File: src/rtl/visitor_serial_ctrl_pkg.sv
// visitor_ctrl_pkg: shared encodings for the visitor occupancy controller.
// Holds FSM state codes, serial op codes and default sizing constants.
package visitor_ctrl_pkg;

    localparam int DEF_WIDTH    = 8;
    localparam int DEF_CAPACITY = 200;

    typedef enum logic [1:0] {
        IDLE,
        ADD,
        COMMIT
    } state_t;

    typedef enum logic {
        OP_INC,
        OP_DEC
    } op_t;

endpackage

File: src/rtl/visitor_serial_ctrl_if.sv
// visitor_serial_ctrl_if: sensor-request / occupancy-status bundle.
// master: drives entry_req, exit_req; observes count, busy, done, sat,
// drop, full, empty.  slave: the controller side of the same signals.
interface visitor_serial_ctrl_if
    import visitor_ctrl_pkg::*;
#(
    parameter int WIDTH = DEF_WIDTH
) ();

    logic             entry_req;
    logic             exit_req;
    logic [WIDTH-1:0] count;
    logic             busy;
    logic             done;
    logic             sat;
    logic             drop;
    logic             full;
    logic             empty;

    modport master (
        output entry_req, exit_req,
        input  count, busy, done, sat, drop, full, empty
    );

    modport slave (
        input  entry_req, exit_req,
        output count, busy, done, sat, drop, full, empty
    );

endinterface

File: src/rtl/visitor_serial_ctrl_fa_slice.sv
// serial_fa_slice: 1-bit full adder with a registered carry for bit-serial add.
// Ports: clk, rst (sync, active-high), clr (sync carry clear), en (advance
// carry), a, b (operand bits); sum (comb), carry (registered carry state).
module serial_fa_slice (
    input  logic clk,
    input  logic rst,
    input  logic clr,
    input  logic en,
    input  logic a,
    input  logic b,
    output logic sum,
    output logic carry
);

    logic cout;

    assign sum  = a ^ b ^ carry;
    assign cout = (a & b) | (carry & (a ^ b));

    always_ff @(posedge clk) begin
        if (rst || clr) begin
            carry <= 1'b0;
        end else if (en) begin
            carry <= cout;
        end
    end

endmodule

File: src/rtl/visitor_serial_ctrl.sv
// visitor_serial_ctrl: bit-serial occupancy inc/dec with request arbitration.
// Ports: clk, rst (sync, active-high), bus (slave modport of
// visitor_serial_ctrl_if: entry_req/exit_req in; count, busy, done, sat,
// drop, full, empty out).  Macro VISITOR_CAP_EN enables the CAPACITY limit.
module visitor_serial_ctrl
    import visitor_ctrl_pkg::*;
#(
    parameter int WIDTH    = DEF_WIDTH,
    parameter int CAPACITY = DEF_CAPACITY
) (
    input  logic                   clk,
    input  logic                   rst,
    visitor_serial_ctrl_if.slave   bus
);

    localparam int IW = (WIDTH > 1) ? $clog2(WIDTH) : 1;
    localparam logic [IW-1:0] LAST = IW'(WIDTH - 1);

    if (CAPACITY < 1 || CAPACITY > (2 ** WIDTH) - 1) begin : g_cap_chk
        $error("CAPACITY does not fit in WIDTH bits");
    end

    state_t           state_q, state_n;
    op_t              op_q, op_n;
    logic [WIDTH-1:0] count_q, count_n;
    logic [WIDTH-1:0] res_q, res_n;
    logic [IW-1:0]    idx_q, idx_n;
    logic             pin_q, pin_n;
    logic             pout_q, pout_n;
    logic             done_q, done_n;
    logic             sat_q, sat_n;
    logic             drop_q, drop_n;
    logic             clr, en, a, b, sum, carry;
    logic             ent, ext, at_cap;

`ifdef VISITOR_CAP_EN
    assign at_cap   = count_q >= WIDTH'(CAPACITY);
    assign bus.full = at_cap;
`else
    assign at_cap   = 1'b0;
    assign bus.full = &count_q;
`endif

    serial_fa_slice u_fa (
        .clk   (clk),
        .rst   (rst),
        .clr   (clr),
        .en    (en),
        .a     (a),
        .b     (b),
        .sum   (sum),
        .carry (carry)
    );

    // DEC adds all-ones; INC adds one via b at bit 0 only.
    assign a   = count_q[idx_q];
    assign b   = (op_q == OP_DEC) || (idx_q == '0);
    assign ent = bus.entry_req | pin_q;
    assign ext = bus.exit_req | pout_q;

    always_comb begin
        state_n = state_q;
        op_n    = op_q;
        count_n = count_q;
        res_n   = res_q;
        idx_n   = idx_q;
        pin_n   = pin_q;
        pout_n  = pout_q;
        done_n  = 1'b0;
        sat_n   = 1'b0;
        drop_n  = 1'b0;
        clr     = 1'b0;
        en      = 1'b0;

        if (state_q != IDLE) begin
            if (bus.entry_req) begin
                if (pin_q) drop_n = 1'b1;
                else       pin_n  = 1'b1;
            end
            if (bus.exit_req) begin
                if (pout_q) drop_n = 1'b1;
                else        pout_n = 1'b1;
            end
        end

        unique case (state_q)
            IDLE: begin
                // Whatever is effective here is consumed this cycle;
                // simultaneous entry and exit cancel out.
                pin_n  = 1'b0;
                pout_n = 1'b0;
                if (ent && !ext && at_cap) begin
                    sat_n = 1'b1;
                end else if (ent != ext) begin
                    op_n    = ent ? OP_INC : OP_DEC;
                    idx_n   = '0;
                    clr     = 1'b1;
                    state_n = ADD;
                end
            end
            ADD: begin
                en    = 1'b1;
                res_n = {sum, res_q[WIDTH-1:1]};
                idx_n = idx_q + 1'b1;
                if (idx_q == LAST) state_n = COMMIT;
            end
            COMMIT: begin
                state_n = IDLE;
                // Carry-out set means INC wrapped; clear means DEC from 0.
                if ((op_q == OP_INC) == carry) begin
                    sat_n = 1'b1;
                end else begin
                    count_n = res_q;
                    done_n  = 1'b1;
                end
            end
            default: state_n = IDLE;
        endcase
    end

    always_ff @(posedge clk) begin
        if (rst) begin
            state_q <= IDLE;
            op_q    <= OP_INC;
            count_q <= '0;
            res_q   <= '0;
            idx_q   <= '0;
            pin_q   <= 1'b0;
            pout_q  <= 1'b0;
            done_q  <= 1'b0;
            sat_q   <= 1'b0;
            drop_q  <= 1'b0;
        end else begin
            state_q <= state_n;
            op_q    <= op_n;
            count_q <= count_n;
            res_q   <= res_n;
            idx_q   <= idx_n;
            pin_q   <= pin_n;
            pout_q  <= pout_n;
            done_q  <= done_n;
            sat_q   <= sat_n;
            drop_q  <= drop_n;
        end
    end

    assign bus.count = count_q;
    assign bus.busy  = state_q != IDLE;
    assign bus.done  = done_q;
    assign bus.sat   = sat_q;
    assign bus.drop  = drop_q;
    assign bus.empty = count_q == '0;

endmodule

File: src/flat_wrapper.sv
// flat-port wrapper written by rule: the top's interface ports become plain ports
module visitor_serial_ctrl_flat import visitor_ctrl_pkg::*;
#(
    parameter int WIDTH    = DEF_WIDTH,
    parameter int CAPACITY = DEF_CAPACITY
)
  (clk, rst, bus_entry_req, bus_exit_req, bus_count, bus_busy, bus_done, bus_sat, bus_drop, bus_full, bus_empty);
  visitor_serial_ctrl_if #(.WIDTH(WIDTH)) bus_i ();
  input  logic clk;
  input  logic rst;
  input wire logic [$bits(bus_i.entry_req)-1:0] bus_entry_req;
  input wire logic [$bits(bus_i.exit_req)-1:0] bus_exit_req;
  output wire logic [$bits(bus_i.count)-1:0] bus_count;
  output wire logic [$bits(bus_i.busy)-1:0] bus_busy;
  output wire logic [$bits(bus_i.done)-1:0] bus_done;
  output wire logic [$bits(bus_i.sat)-1:0] bus_sat;
  output wire logic [$bits(bus_i.drop)-1:0] bus_drop;
  output wire logic [$bits(bus_i.full)-1:0] bus_full;
  output wire logic [$bits(bus_i.empty)-1:0] bus_empty;
  assign bus_i.entry_req = bus_entry_req;
  assign bus_i.exit_req = bus_exit_req;
  assign bus_count = bus_i.count;
  assign bus_busy = bus_i.busy;
  assign bus_done = bus_i.done;
  assign bus_sat = bus_i.sat;
  assign bus_drop = bus_i.drop;
  assign bus_full = bus_i.full;
  assign bus_empty = bus_i.empty;
  visitor_serial_ctrl #(.WIDTH(WIDTH), .CAPACITY(CAPACITY)) u_core (.clk(clk), .rst(rst), .bus(bus_i));
endmodule
File: config.mk
export PLATFORM = sky130hd
export DESIGN_NAME = visitor_serial_ctrl_flat
export DESIGN_NICKNAME = d
export VERILOG_FILES = /design/src/rtl/visitor_serial_ctrl_pkg.sv /design/src/rtl/visitor_serial_ctrl_if.sv /design/src/rtl/visitor_serial_ctrl_fa_slice.sv /design/src/rtl/visitor_serial_ctrl.sv /design/src/flat_wrapper.sv
export SDC_FILE = /design/constraint.sdc
export NUM_CORES = 1
export LEC_CHECK = 0
export CORE_MARGIN = 3
export CORE_UTILIZATION = 46
export DETAILED_ROUTE_END_ITERATION = 16
export PLACE_DENSITY = 0.69
export SETUP_SLACK_MARGIN = 0.4
export SLEW_MARGIN = 10
export SYNTH_ARGS = -nofsm -noshare
export SYNTH_HDL_FRONTEND = slang
export SYNTH_SLANG_ARGS = --single-unit
export TNS_END_PERCENT = 1
File: constraint.sdc
create_clock -name clk -period 5.05 [get_ports clk]
set_input_delay 1.515 -clock clk [delete_from_list [all_inputs] [get_ports clk]]
set_output_delay 1.515 -clock clk [all_outputs]
set_load 0.01 [all_outputs]
==> summary.txt <==
Status
  • Status: finished, final reports clean

Synthesis
  • Yosys reg bits: 28
  • Synth Area in Simple Gates: 21.6%
  • Largest family of logic cells by synthesized area: simple AND/OR/NAND/NOR gates
  • Synth Area in Adders: under 10%
  • Area of the mapped netlist: 1240 µm²
  • Complex-gate fraction of the synthesized area: between 10% and 20%
  • Synthesized instance count: 138
  • Post-synth top area share: around 45%
  • Syn Nets: 146
  • Cell taking the most area after synthesis: dfxtp_1
  • Mux cell area share after synthesis: 11.7%
  • Dominant cells by area after synthesis: dfxtp_1 (45%), nand2_1 (9.4%), mux2i_1 (8.1%)
  • Yosys cell types: 29
  • Post-synthesis xor/xnor area fraction: 1.41%
  • Syn. warnings: 0
  • Mean area per synthesized cell: 9.00 µm²
  • Sequential share of the synthesized area: 45.1%

Final layout
  • Layout cells sized above 1: between 5 and 6%
  • Diodes inserted: 0
  • Fill cells: around 240
  • Area added between synthesis and finish: 17.5%
  • Final #Nets: 163
  • Final Cell Area: 1460 µm²

Clocking
  • CTS root buf: clkbuf_4
  • CTS buffer count: 3
  • Clock latency on the worst-skew pair: around 320 ps
  • H-tree depth: 1
  • Clk buf depth: 2
  • CTS tree: built
  • CTS clk-pin slew, worst paths: 150 ps
  • Hold bufs inserted after CTS: 0
  • Sink Count: 28
  • Total setup buffers inserted after CTS: 0
  • Resized cells post-CTS: 0

Route
  • WL met3: 95 µm
  • Total number of vias: 974
  • Pre-antenna DRT Iters: 4
  • Antenna viol nets, final: 0
  • Top layer used by detailed routing: met4
  • Via density per instance: 5.29
  • # DRC: 0
  • Routed length per instance: around 13 µm
  • DRT Wirelength: between 2 and 2.5 mm
  • Iteration-0 DRC Markers: 32
  • WL met1: 1.18 mm
  • DR WL met2: approximately 1.0 mm

Timing
  • Crit share post-route: 66.8%
  • Setup Skew: 2.27 ps
  • Setup violators final: 0
  • Fmax: 0.296 GHz
  • Max-slew violations: 0
  • RSZ-0062 raised after global routing: false
  • Final Hold Vio Count: 0
  • Slew @ Worst Pin: 661 ps
  • Slew HR: 55.8%
  • Setup_tns: 0 ps
  • Setup slack after layout: 1680 ps
  • Hold Slack: about 470 ps
  • Clock period minus worst slack: 3370 ps

Setup path
  • CP required: 3540 ps
  • Reg2Reg Launch Point: u_core.idx_q[1]
  • Type of the worst setup path: flop to output pin
  • RR Endpoint: u_core.res_q[7]
  • Crit-path max FO: 5
  • CP Capture Type: output pin
  • Worst Setup Start Kind: flop
  • Crit path DAT: 1860 ps
  • Flop2flop setup slack: 3050 ps
  • Worst R2R Path Depth: 4

Place
  • Final Wtd Congestion: approximately 0.72
  • Place WS: 1800 ps
  • Placed inst area: 1420 µm²
  • Dpl hpwl: 1.75 mm
  • Port Buffers: 17

Power
  • Leakage power: 0.529 nW
  • Maximum vdd drop: around 0.18 mV
  • Power Dens Cells: 258 nW/µm²

Die
  • Initial core utilization: 49.3%
  • Floorplan row count: 18
  • Die X: 58.0 µm
  • Die area: 3360 µm²
  • Core area: 2520 µm²
  • I/O pin count: 18
  • Die Span Y: 58.0 µm

GRT
  • Largest net degree at the start of global routing: 22
  • Initial antenna violation count: 0
  • Total track usage: 15.2%
  • Global-route wire length before repair: roughly 3.9 mm
  • Total grt overflow: 0
  • Vias in the first global route: roughly 900

Min path
  • Hold Crit Endpoint: u_core.res_q[0]
  • Type of the tightest min-delay check: flop to flop
  • Hold path depth: 2
  • Hold path startpoint: u_core.res_q[0]

Job
  • Max_cap viols: 0
[metrics by stage]
step,util (%),cells,total power [mW]
3_5_place_dp,56.4,180,0.273
2_1_floorplan,-,138,0.263
4_1_cts,57.9,184,0.380
6_report,57.9,184,0.377
5_1_grt,57.9,184,0.394
3_3_place_gp,56.4,180,0.273
[layer usage]
metal | global-route usage (%) | vias up
met2 | 22.4 | 17
met5 | 0 | -
li1 | - | 502
met1 | 22.1 | 453
met4 | 6.95 | 0
met3 | 2.00 | 2
[Yosys cell counts]
| library cell | number |
|---|---|
| or4_1 | 2 |
| nor3_1 | 3 |
| and2_1 | 1 |
| o311ai_0 | 1 |
| nor2b_1 | 1 |
| mux2i_1 | 10 |
| fa_1 | 1 |
| a211oi_1 | 2 |
| a22oi_1 | 4 |
| a21oi_1 | 9 |
| buf_2 | 3 |
| o21a_1 | 1 |
| and2b_1 | 1 |
| o21ai_0 | 4 |
| xor2_1 | 2 |
| buf_1 | 1 |
| clkbuf_1 | 1 |
| inv_1 | 7 |
| nand2_1 | 31 |
| nor2_1 | 8 |
| mux4_2 | 2 |
| nand2b_1 | 5 |
| o31ai_1 | 1 |
| buf_6 | 1 |
| ha_1 | 3 |
| nor3b_2 | 1 |
| dfxtp_1 | 28 |
| nor3b_1 | 2 |
| nand4_1 | 2 |
[kinds of logic after synthesis]
group,Yosys count
AOI/OAI and AO/OA,22
xor gates and xnor gates,2
adders and majority gates,4
buffers and inverters,13
DFF,28
muxes,12
and+or+nand+nor,57
[worst max path at each step]
stage	depth (start not counted)	start	slack (ps)	endpoint
final	3	u_core.bus.count[5]	1680	bus_empty
after global routing	3	u_core.bus.count[1]	1560	bus_empty
after CTS	3	u_core.bus.count[1]	1660	bus_empty
after detailed placement	4	rst	1800	u_core.op_q
after global placement	4	rst	1840	u_core.op_q
after floorplan	2	u_core.bus.count[1]	2490	bus_empty
[final cells by class]
cell class	count	area, µm²	share of cell area [%]
well taps	30	37.5	2.57
inverters	7	26.3	1.80
clock buffers	4	36.3	2.49
multi-input cells	97	622	42.6
flip-flops and latches	28	561	38.4
repair buffers	18	178	12.2
[flip-flops by register name, indices dropped and copies added (netlist names)]
| signal | flops |
|---|---|
| u_core.state_q | 2 |
| u_core.res_q | 8 |
| u_core.idx_q | 3 |
| u_core.pin_q | 1 |
| u_core.bus.sat | 1 |
| u_core.pout_q | 1 |
| u_core.op_q | 1 |
| u_core.u_fa.carry | 1 |
| u_core.bus.count | 8 |
| u_core.bus.done | 1 |
| u_core.bus.drop | 1 |
[report_power, final]
group          internal [mW]  switching, mW  leakage [nW]  total (mW)
sequential             0.227        0.00732         0.227       0.234
combinational         0.0140         0.0202         0.282      0.0341
clock                 0.0441         0.0647        0.0210       0.109
[worst max-delay path, stage by stage, from the launching register on]
cell,delay [ps]
dfxtp_1,380
or4_1,530
nor2_1,90
clkdlybuf4s50_1,530
[cell usage in the layout, fill, tap and decap left out, types with 3 or more instances in the layout]
cell / netlist / final
nand2b_1: 5 / 5
o21ai_0: 4 / 4
dfxtp_1: 28 / 28
clkbuf_4: 0 / 3
inv_1: 7 / 7
mux2i_1: 10 / 10
a21oi_1: 9 / 9
nand2_1: 31 / 31
a22oi_1: 4 / 4
ha_1: 3 / 3
nor2_1: 8 / 8
clkdlybuf4s50_1: 0 / 17
nor3_1: 3 / 3
No activity file was read; power rests on OpenSTA's default activity.
